**src/rtl/led_ring_controller.sv**
```systemverilog
// Rotary-encoder front end for a WS2812B ring: cursor, display mode, intensity and refresh request.
// Build option: define LED_CTRL_WRAP_EN to make the cursor wrap at the ring ends instead of saturating.
module led_ring_controller #(
  parameter int N_LEDS = 12,
  parameter int INT_W  = 8,
  parameter int INT_L0 = 1,
  parameter int INT_L1 = 2,
  parameter int INT_L2 = 8,
  parameter int INT_L3 = 32,
  localparam int POS_W = $clog2(N_LEDS)
) (
  input  logic              clk,
  input  logic              res,
  input  logic              rot_up,
  input  logic              rot_dn,
  input  logic              push,
  input  logic [1:0]        intensity_in,
  input  logic              refresh_ack,
  output logic              refresh_req,
  output logic [N_LEDS-1:0] led_mask,
  output logic [INT_W-1:0]  intensity_out,
  output logic [POS_W-1:0]  pos_out,
  output logic [1:0]        mode_out
);

  typedef enum logic [1:0] {
    DOT     = 2'd0,
    BAR     = 2'd1,
    DOT_INV = 2'd2,
    BAR_INV = 2'd3
  } mode_e;

  localparam logic [POS_W-1:0] MAX_POS = POS_W'(N_LEDS - 1);
  localparam logic [INT_W-1:0] LV0 = INT_W'(INT_L0);
  localparam logic [INT_W-1:0] LV1 = INT_W'(INT_L1);
  localparam logic [INT_W-1:0] LV2 = INT_W'(INT_L2);
  localparam logic [INT_W-1:0] LV3 = INT_W'(INT_L3);

  mode_e            mode_q, mode_d;
  logic [POS_W-1:0] pos_q, pos_d;
  logic [INT_W-1:0] int_q, int_d;
  logic             req_q, req_d;
  logic             step_up, step_dn, change;
  logic [N_LEDS-1:0] dot_m, bar_m;

  always_ff @(posedge clk or posedge res) begin
    if (res) begin
      mode_q <= DOT;
      pos_q  <= '0;
      int_q  <= LV0;
      req_q  <= 1'b1;
    end else begin
      mode_q <= mode_d;
      pos_q  <= pos_d;
      int_q  <= int_d;
      req_q  <= req_d;
    end
  end

  // Simultaneous up and down cancel out.
  always_comb begin
    step_up = rot_up & ~rot_dn;
    step_dn = rot_dn & ~rot_up;
    pos_d   = pos_q;
    if (step_up) begin
`ifdef LED_CTRL_WRAP_EN
      pos_d = (pos_q == MAX_POS) ? '0 : pos_q + 1'b1;
`else
      if (pos_q != MAX_POS) pos_d = pos_q + 1'b1;
`endif
    end else if (step_dn) begin
`ifdef LED_CTRL_WRAP_EN
      pos_d = (pos_q == '0) ? MAX_POS : pos_q - 1'b1;
`else
      if (pos_q != '0) pos_d = pos_q - 1'b1;
`endif
    end
  end

  always_comb begin
    mode_d = mode_q;
    if (push) begin
      unique case (mode_q)
        DOT:     mode_d = BAR;
        BAR:     mode_d = DOT_INV;
        DOT_INV: mode_d = BAR_INV;
        BAR_INV: mode_d = DOT;
      endcase
    end
  end

  always_comb begin
    int_d = LV0;
    unique case (intensity_in)
      2'b00: int_d = LV0;
      2'b01: int_d = LV1;
      2'b10: int_d = LV2;
      2'b11: int_d = LV3;
    endcase
  end

  // A change in the ack cycle keeps the request alive.
  always_comb begin
    change = (pos_d != pos_q) | (mode_d != mode_q) | (int_d != int_q);
    req_d  = req_q;
    if (change)
      req_d = 1'b1;
    else if (refresh_ack)
      req_d = 1'b0;
  end

  always_comb begin
    dot_m = '0;
    bar_m = '0;
    for (int i = 0; i < N_LEDS; i++) begin
      dot_m[i] = (POS_W'(i) == pos_q);
      bar_m[i] = (POS_W'(i) <= pos_q);
    end
  end

  always_comb begin
    led_mask = dot_m;
    unique case (mode_q)
      DOT:     led_mask = dot_m;
      BAR:     led_mask = bar_m;
      DOT_INV: led_mask = ~dot_m;
      BAR_INV: led_mask = ~bar_m;
    endcase
  end

  assign refresh_req   = req_q;
  assign intensity_out = int_q;
  assign pos_out       = pos_q;
  assign mode_out      = mode_q;

endmodule

```
**config.mk**
```make
export PLATFORM = sky130hd
export DESIGN_NAME = led_ring_controller
export DESIGN_NICKNAME = d
export VERILOG_FILES = /design/src/rtl/led_ring_controller.sv
export SDC_FILE = /design/constraint.sdc
export NUM_CORES = 1
export LEC_CHECK = 0
export BUFFER_PORTS_ARGS = -buffer_cell sky130_fd_sc_hd__buf_2
export CAP_MARGIN = 10
export CORE_ASPECT_RATIO = 0.8
export CORE_MARGIN = 1.5
export CORE_UTILIZATION = 40
export CTS_BUF_LIST = sky130_fd_sc_hd__clkbuf_4 sky130_fd_sc_hd__clkbuf_8
export DETAILED_ROUTE_END_ITERATION = 10
export REMOVE_ABC_BUFFERS = 1
export SLEW_MARGIN = 10
export SYNTH_ARGS = -nofsm -noshare
export SYNTH_HDL_FRONTEND = slang
export SYNTH_SLANG_ARGS = --single-unit
export TNS_END_PERCENT = 50
```
**constraint.sdc**
```tcl
create_clock -name clk -period 6.27 [get_ports clk]
set_clock_uncertainty 0.05 [all_clocks]
set_input_delay 1.254 -clock clk [delete_from_list [all_inputs] [get_ports clk]]
set_output_delay 1.254 -clock clk [all_outputs]
set_load 0.05 [all_outputs]
```
==> results of run 1 <==
-- cells in the mapped netlist (2+ instances only) --
| cell type | n | area share (%) |
|---|---|---|
| mux2i_1 | 3 | 2.5 |
| o21ai_0 | 14 | 5.8 |
| a22oi_1 | 2 | 1.2 |
| and2_1 | 2 | 1.0 |
| buf_2 | 3 | 1.2 |
| nand2b_1 | 7 | 3.6 |
| a32o_1 | 3 | 2.5 |
| clkbuf_1 | 4 | 1.2 |
| nand3_1 | 5 | 2.1 |
| dfstp_2 | 2 | 4.3 |
| dfrtp_1 | 9 | 19 |
| nand2_1 | 13 | 4.0 |
| a21oi_1 | 13 | 5.4 |
| buf_4 | 4 | 2.5 |
| o221ai_1 | 2 | 1.4 |
| o22ai_1 | 3 | 1.6 |
| a31oi_1 | 3 | 1.6 |
| nor2b_1 | 6 | 3.1 |
| inv_1 | 12 | 3.7 |
| a211oi_1 | 2 | 1.2 |
| ha_1 | 9 | 9.3 |
| nor3_1 | 5 | 2.1 |
| a221oi_1 | 2 | 1.4 |
| nor2_1 | 11 | 3.4 |
| o21a_1 | 2 | 1.2 |
-- worst register-to-register path: stages (launching register included) --
cell and delay (ns):
dfrtp_1 0.48, inv_1 0.22, ha_1 0.29, or3b_4 0.45
nand2_2 0.10, o22ai_2 0.09, or3_1 0.39
-- through the flow --
| step | utilization, % | hold WS, ns | area (um^2) |
|---|---|---|---|
| 2_1_floorplan | - | 0.810 | 1140 |
| 3_5_place_dp | 47.7 | 0.604 | 1340 |
| 4_1_cts | 49.4 | 0.611 | 1390 |
| 3_3_place_gp | 47.7 | 0.581 | 1340 |
| 5_1_grt | 49.4 | 0.666 | 1390 |
| 6_report | 49.4 | 0.597 | 1390 |
-- routing by layer --
| layer | global-route usage [%] | vias to the layer above | wire length, um |
|---|---|---|---|
| met4 | 3.19 | 0 | 0 |
| met1 | 26.6 | 591 | 1470 |
| met3 | 4.52 | 0 | 144 |
| li1 | - | 616 | - |
| met2 | 30.6 | 32 | 1280 |
| met5 | 0 | - | 0 |
-- cell type report --
cell class / count / share of cell area [%]
clock buffer: 4 / 3.52
inverter: 12 / 3.25
multi-input combinational: 128 / 59.0
sequential: 11 / 20.0
tap: 38 / 3.43
timing repair buffer: 30 / 10.8
-- sequential cells by signal, indices dropped and copies added (netlist names), named ones only --
| name | cells |
|---|---|
| intensity_out | 4 |
| mode_out | 1 |
| pos_out | 4 |
| refresh_req | 1 |
-- kinds of logic after synthesis --
| family | Yosys count |
|---|---|
| simple gates | 57 |
| compound gates | 52 |
| flops | 11 |
| mux | 4 |
| other cells | 1 |
| buf+inv | 26 |
| xor+xnor | 2 |
| fa+ha+maj | 9 |
-- worst max-delay path by stage --
stage	depth (start not counted)	slack (ns)	to
2_1_floorplan	6	2.19	led_mask[1]
3_3_place_gp	7	2.92	led_mask[1]
3_5_place_dp	7	2.90	led_mask[1]
4_1_cts	7	2.65	led_mask[1]
5_1_grt	6	2.49	led_mask[10]
6_report	7	2.64	led_mask[1]
==> results.py, run 1 <==
metrics = {
    "yosys": {
        "async_reset_ff_share_pct": 100,
        "synth_edf_count": 0,
        "yosys_warnings": 0,
        "syn_area_mm2": 0.00121,
        "ys_types": 46,
        "syn_area_per_cell_um2": 7.47,
        "synth_top_family_by_area": "compound AO/OA/AOI/OAI gates",
        "synth-simple-area-share_pct": 24.4,
        "synth_compound_area_share_pct": 27.8,
        "yosysSeqAreaShare_pct": 23.0,
        "synthXorXnorAreaFrac_pct": 1.45,
        "syn_inst": 162,
        "muxShareOfSynthArea_pct": 3.41,
        "ys_seq_elements": 11,
        "synthFlopType": "dfrtp_1",
        "synth_adder_area_share_pct": 9.31,
    },
    "worst_setup_path": {
        "path_class": "register to output port",
        "cpPeakStageDelay_ns": 0.48,
        "cp_num_buf_inv": 2,
        "worstPathRequired_ns": 4.97,
        "worstPathArrival_ns": 2.32,
        "reg2reg_from": "pos_out[1]",
        "slowest_stage": "dfrtp_1",
        "cp-end-kind": "output port",
        "path_cells": "inv_1 -> ha_1 -> or3b_4 -> nor2_1 -> mux2i_1 -> o21ai_0 -> buf_2",
        "reg2regPathDepth": 6,
        "worst-path-max-fanout": 10,
        "cp-start-kind": "register",
        "worstReg2RegEnd": "refresh_req",
        "r2r_slack_ns": 4.13,
        "startpoint": "pos_out[1]",
        "critical-path-top-delay-family": "simple AND/OR/NAND/NOR gates",
    },
    "clocking": {
        "cts_root_buf": "clkbuf_8",
        "htree_levels": 1,
        "hold_buffers": 0,
        "clk_pin_slew_ns": 0.05,
        "cts_tree": "yes",
        "cts_buffers": 3,
        "cts_buffer_depth": 2,
        "clock_latency_ns": 0.23,
        "ctsResizeCount": 0,
        "cts_sinks": 11,
        "cts_setup_buffers": 0,
    },
    "die": {
        "fp.dieW_um": 64.5,
        "die_area_mm2": 0.00337,
        "pin_count": 35,
        "die_h_um": 52.2,
        "std_cell_rows": 17,
        "core-area_mm2": 0.00281,
        "start_util_pct": 43.1,
    },
    "grt": {
        "grt_first_pass_wirelength_um": 5030,
        "grt_max_degree": 25,
        "grt_pass1_vias": 1112,
        "antenna_found_initial": 0,
        "globalRouteTotalUtil_pct": 19.1,
        "overflow": 0,
    },
    "cells_and_area": {
        "layout_commonest_cell": "buf_2",
        "final_cell_mix": "buf_2, o21ai_0, nand2_1, a21oi_1, inv_1",
        "fill_cells": 307,
        "antenna-diode-count": 0,
        "multi_input_area_um2": 818,
        "nets": 203,
        "regArea_um2": 278,
        "finalNonFillerCells": 223,
        "area_delta_synth_final_pct": 14.7,
        "layout-drive-gt1-share_pct": 22.7,
    },
    "timing": {
        "slew_viol_final": 0,
        "fmax_mhz": 276,
        "setup_slack_ns": 2.64,
        "final-hold-violation-count": 0,
        "period_needed_ns": 3.63,
        "slew_headroom_pct": 50.5,
        "finalSetupTns_ns": 0,
        "setup_violations": 0,
        "tightestPinTransition_ns": 0.743,
        "rsz0062_at_grt": "false",
        "min_period_over_period_pct": 57.8,
    },
    "routing": {
        "via_per_inst": 5.56,
        "drtAntennaViolNets": 0,
        "drt_pre_antenna_iters": 4,
        "drc": 0,
        "drtIter0Drc": 91,
        "routedWlPerCell_um": 13.0,
        "num_vias": 1239,
        "wirelength_um": 2890,
    },
    "place": {
        "hpwl_um": 2170,
        "dp_cells": 219,
        "gp_congestion": 0.825,
        "dp_slack_ns": 2.90,
        "port_buffers": 30,
    },
    "flow_run": {
        "cap_violations": 0,
    },
    "status": {
        "outcome": "finished, final reports clean",
    },
    "worst_hold_path": {
        "whs_path_depth": 2,
        "hp-class": "register to register",
    },
}
Power of run 1 is not shown: default switching activity piles up to over one toggle a cycle in this logic, so the estimate is an artifact.
==> inputs of run 2 (changes only) <==
--- a/config.mk
+++ b/config.mk
@@ -12,6 +12,7 @@
 export CORE_UTILIZATION = 40
 export CTS_BUF_LIST = sky130_fd_sc_hd__clkbuf_4 sky130_fd_sc_hd__clkbuf_8
 export DETAILED_ROUTE_END_ITERATION = 10
+export PLACE_DENSITY = 0.67
 export REMOVE_ABC_BUFFERS = 1
 export SLEW_MARGIN = 10
 export SYNTH_ARGS = -nofsm -noshare
==> constraint.sdc (replaced) <==
create_clock -name clk -period 3.1 [get_ports clk]
set_clock_uncertainty 0.05 [all_clocks]
set_input_delay 0.62 -clock clk [delete_from_list [all_inputs] [get_ports clk]]
set_output_delay 0.62 -clock clk [all_outputs]
set_load 0.05 [all_outputs]
==> run 2 against run 1 <==
  * Non-clock buffer count grew 3
  * Global-route usage grew 0.18 points
  * Cell count grew 1.3%
  * Sequential share of layout area shrank 0.32 points
  * Die area is the same
  * Clock-buffer cell count is the same
  * Highest routed layer is now met4
  * Register-to-register slack lost 3.1 ns
  * Flip-flop and latch count is the same
  * First-iteration DRC count shrank 25%
  * Worst setup slack lost 2.4 ns
==> results.py, run 2 (synthesis results as in run 1) <==
metrics = {
    "clocking": {
        "cts_setup_buffers": 0,
        "cts_sinks": 11,
        "cts_tree": "yes",
        "hold_buffers": 0,
        "clock_latency_ns": 0.24,
        "clk_pin_slew_ns": 0.05,
        "htree_levels": 1,
        "cts_buffer_depth": 2,
        "cts_root_buf": "clkbuf_8",
        "ctsResizeCount": 0,
        "cts_buffers": 3,
    },
    "timing": {
        "slew_viol_final": 0,
        "tightestPinTransition_ns": 0.549,
        "fmax_mhz": 344,
        "finalSetupTns_ns": 0,
        "min_period_over_period_pct": 93.7,
        "rsz0062_at_grt": "false",
        "slew_headroom_pct": 63.4,
        "period_needed_ns": 2.90,
        "final-hold-violation-count": 0,
        "setup_violations": 0,
    },
    "grt": {
        "antenna_found_initial": 0,
        "grt_pass1_vias": 1126,
        "use_met2_pct": 33.3,
        "grt.busiest_layer": "met2",
        "use_met3_pct": 4.52,
        "grt_first_pass_wirelength_um": 5100,
        "overflow": 0,
        "use_met1_pct": 25.5,
        "globalRouteTotalUtil_pct": 19.3,
        "grt_max_degree": 21,
    },
    "die": {
        "std_cell_rows": 17,
        "start_util_pct": 43.1,
        "pin_count": 35,
        "fp.dieW_um": 64.5,
        "core-area_mm2": 0.00281,
        "die_area_mm2": 0.00337,
        "die_h_um": 52.2,
    },
    "cells_and_area": {
        "nets": 206,
        "antenna-diode-count": 0,
        "fill_cells": 303,
        "layout_commonest_cell": "buf_2",
        "multi_input_area_um2": 818,
        "regArea_um2": 278,
        "area_delta_synth_final_pct": 16.5,
        "final_cell_mix": "buf_2, o21ai_0, nand2_1, a21oi_1, inv_1",
        "finalNonFillerCells": 226,
        "layout-drive-gt1-share_pct": 23.9,
    },
    "place": {
        "gp_congestion": 0.854,
        "hpwl_um": 2300,
        "dp_cells": 222,
        "port_buffers": 30,
    },
    "routing": {
        "drtIter0Drc": 68,
        "wirelength_um": 3000,
        "routedWlPerCell_um": 13.3,
        "drt_pre_antenna_iters": 4,
        "num_vias": 1239,
        "drtAntennaViolNets": 0,
        "via_per_inst": 5.48,
        "drc": 0,
    },
    "worst_setup_path": {
        "reg2regPathDepth": 6,
        "cp-end-kind": "output port",
        "startpoint": "pos_out[1]",
        "reg2reg_from": "pos_out[1]",
        "cp-start-kind": "register",
        "path_class": "register to output port",
        "r2r_slack_ns": 1.02,
        "worstPathRequired_ns": 2.43,
        "worst-path-max-fanout": 10,
        "worstPathArrival_ns": 2.23,
    },
    "worst_hold_path": {
        "hp-class": "input pin to asynchronous set/reset pin",
    },
    "flow_run": {
        "cap_violations": 0,
    },
    "status": {
        "outcome": "finished, final reports clean",
    },
}
run 2: cell types whose count changed in the layout (fill, tap and decap cells not counted), sizes merged:
| cell | change |
|---|---|
| buf | +3 |
run 2: worst paths after layout:
| path | to |
|---|---|
| max reg2reg | refresh_req |
| min reg2reg | register |
| min | pos_out[3] |
| max in group asynchronous | refresh_req |
| max | led_mask[1] |
| min in group clk | intensity_out[0] |
run 2: through the flow:
stage	setup WS [ns]	cell area [um^2]	util [%]	hold WS [ns]
2_1_floorplan	-0.350	1140	-	0.421
3_3_place_gp	0.510	1360	48.5	0.572
3_5_place_dp	0.448	1360	48.5	0.580
4_1_cts	0.198	1410	50.2	0.330
5_1_grt	0.0115	1410	50.2	0.359
6_report	0.196	1410	50.2	0.314
run 2: layout make-up:
| cell class | instances | area share, % |
|---|---|---|
| multi-input combinational | 128 | 58.0 |
| sequential | 11 | 19.7 |
| timing repair buffer | 33 | 12.2 |
| clock buffer | 4 | 3.46 |
| tap | 38 | 3.37 |
| inverter | 12 | 3.19 |
run 2: metal layers:
| layer | up-vias | part of all wire [%] |
|---|---|---|
| li1 | 621 | - |
| met1 | 583 | 49 |
| met2 | 31 | 46 |
| met3 | 4 | 4.8 |
| met4 | 0 | 0.63 |
| met5 | - | 0 |
run 2: worst max-delay path, cell delays in order, from the launching register on:
cell and delay, ns:
dfrtp_1 0.47, inv_1 0.19, ha_1 0.27, or3b_4 0.44, nor2_1 0.13, mux2i_1 0.08
o21ai_0 0.13, buf_2 0.28
Power of run 2 is left out for the same reason.
==> inputs of run 3 (changes only) <==
--- a/config.mk
+++ b/config.mk
@@ -12,7 +12,6 @@
 export CORE_UTILIZATION = 40
 export CTS_BUF_LIST = sky130_fd_sc_hd__clkbuf_4 sky130_fd_sc_hd__clkbuf_8
 export DETAILED_ROUTE_END_ITERATION = 10
-export PLACE_DENSITY = 0.67
 export REMOVE_ABC_BUFFERS = 1
 export SLEW_MARGIN = 10
 export SYNTH_ARGS = -nofsm -noshare
==> constraint.sdc (replaced) <==
create_clock -name clk -period 3.7 [get_ports clk]
set_clock_uncertainty 0.05 [all_clocks]
set_input_delay 0.74 -clock clk [delete_from_list [all_inputs] [get_ports clk]]
set_output_delay 0.74 -clock clk [all_outputs]
set_load 0.05 [all_outputs]
==> run 3 against run 2 <==
  * Worst setup slack improved by 0.38 ns
  * Register-to-register slack improved by 0.52 ns
  * First-iteration DRC count rose by 59%
  * Clock-buffer cell count did not move
  * Wire length fell by 3.7%
  * Via count fell by 0.89%
  * Utilization fell by 0.80 points
  * Cell count fell by 1.3%
  * Global-route usage rose by 0.57 points
  * Critical path type unchanged
  * Highest routed layer unchanged
==> results.py, run 3 (synthesis results as in run 1) <==
metrics = {
    "die": {
        "die_h_um": 52.2,
        "pin_count": 35,
        "core-area_mm2": 0.00281,
        "std_cell_rows": 17,
        "die_area_mm2": 0.00337,
        "start_util_pct": 43.1,
        "fp.dieW_um": 64.5,
    },
    "routing": {
        "routedWlPerCell_um": 13.0,
        "drc": 0,
        "wirelength_um": 2890,
        "drt_pre_antenna_iters": 4,
        "num_vias": 1228,
        "drtAntennaViolNets": 0,
        "drtIter0Drc": 108,
        "via_per_inst": 5.51,
    },
    "clocking": {
        "cts_buffers": 3,
        "htree_levels": 1,
        "cts_sinks": 11,
        "hold_buffers": 0,
        "ctsResizeCount": 0,
        "cts_tree": "yes",
        "cts_buffer_depth": 2,
        "clock_latency_ns": 0.23,
        "cts_setup_buffers": 0,
        "clk_pin_slew_ns": 0.05,
        "cts_root_buf": "clkbuf_8",
    },
    "grt": {
        "grt_first_pass_wirelength_um": 5240,
        "globalRouteTotalUtil_pct": 19.8,
        "grt_pass1_vias": 1130,
        "overflow": 0,
        "grt_max_degree": 25,
        "antenna_found_initial": 0,
    },
    "worst_setup_path": {
        "reg2reg_from": "pos_out[1]",
        "worst-path-max-fanout": 10,
        "path_cells": "inv_1 -> ha_1 -> or3b_4 -> nor2_1 -> mux2i_1 -> o21ai_0 -> buf_2",
        "r2r_slack_ns": 1.54,
        "cp-end-kind": "output port",
        "worstPathArrival_ns": 2.33,
        "slowest_stage": "dfrtp_1",
        "worstReg2RegEnd": "refresh_req",
        "reg2regPathDepth": 6,
        "cp-start-kind": "register",
        "path_class": "register to output port",
        "cpPeakStageDelay_ns": 0.49,
        "worstPathRequired_ns": 2.91,
    },
    "worst_hold_path": {
        "hp-class": "input pin to asynchronous set/reset pin",
    },
    "timing": {
        "slew_headroom_pct": 49.7,
        "setup_violations": 0,
        "finalSetupTns_ns": 0,
        "tightestPinTransition_ns": 0.755,
        "slew_viol_final": 0,
        "fmax_mhz": 320,
        "period_needed_ns": 3.12,
        "rsz0062_at_grt": "false",
        "final-hold-violation-count": 0,
        "min_period_over_period_pct": 84.4,
    },
    "cells_and_area": {
        "nets": 203,
        "regArea_um2": 278,
        "antenna-diode-count": 0,
        "layout-drive-gt1-share_pct": 22.7,
        "final_cell_mix": "buf_2, o21ai_0, nand2_1, a21oi_1, inv_1",
        "area_delta_synth_final_pct": 14.7,
        "layout_commonest_cell": "buf_2",
        "multi_input_area_um2": 818,
        "fill_cells": 305,
    },
    "place": {
        "gp_congestion": 0.826,
        "hpwl_um": 2190,
        "port_buffers": 30,
    },
    "flow_run": {
        "cap_violations": 0,
    },
    "status": {
        "outcome": "finished, final reports clean",
    },
}
run 3: worst max-delay path by stage:
stage,startpoint,to,slack [ns],depth (start not counted)
final,pos_out[1],led_mask[1],0.58,7
after floorplan,pos_out[1],led_mask[1],0.13,6
after CTS,pos_out[1],led_mask[1],0.57,7
after global routing,mode_out[0],led_mask[10],0.40,6
after detailed placement,pos_out[1],led_mask[1],0.82,7
after global placement,pos_out[1],led_mask[1],0.86,7
run 3: area by class of cell:
type / instances / share of cell area (%)
Clock buffer: 4 / 3.52
Inverter: 12 / 3.25
Multi-Input combinational cell: 128 / 59.0
Sequential cell: 11 / 20.0
Tap cell: 38 / 3.43
Timing Repair Buffer: 30 / 10.8
run 3: per-layer routing:
layer	up-vias	track usage, %	wire [um]
met4	0	3.19	13
met1	571	28.1	1470
met5	-	0	0
li1	615	-	-
met2	40	31.4	1250
met3	2	4.52	157
run 3: worst max-delay path: cells and delay by family (launching register included):
| kind | cells | cell delay [ns] |
|---|---|---|
| AO/OA/AOI/OAI | 1 | 0.15 |
| adder cells (fa/ha/maj) | 1 | 0.30 |
| AND/OR/NAND/NOR | 2 | 0.58 |
| buffers and inverters | 2 | 0.51 |
| flip-flops | 1 | 0.49 |
| multiplexers | 1 | 0.08 |
run 3: per-stage QoR:
stage               std cells  hold slack, ns  area [um^2]  util, %  setup WS [ns]
floorplan                 151           0.541         1140        -          0.130
global placement          219           0.581         1340     47.7          0.863
detailed placement        219           0.593         1340     47.7          0.820
CTS                       223           0.455         1390     49.4          0.570
global route              223           0.472         1390     49.4          0.395
finish                    223           0.437         1390     49.4          0.578
Power of run 3 is left out for the same reason.
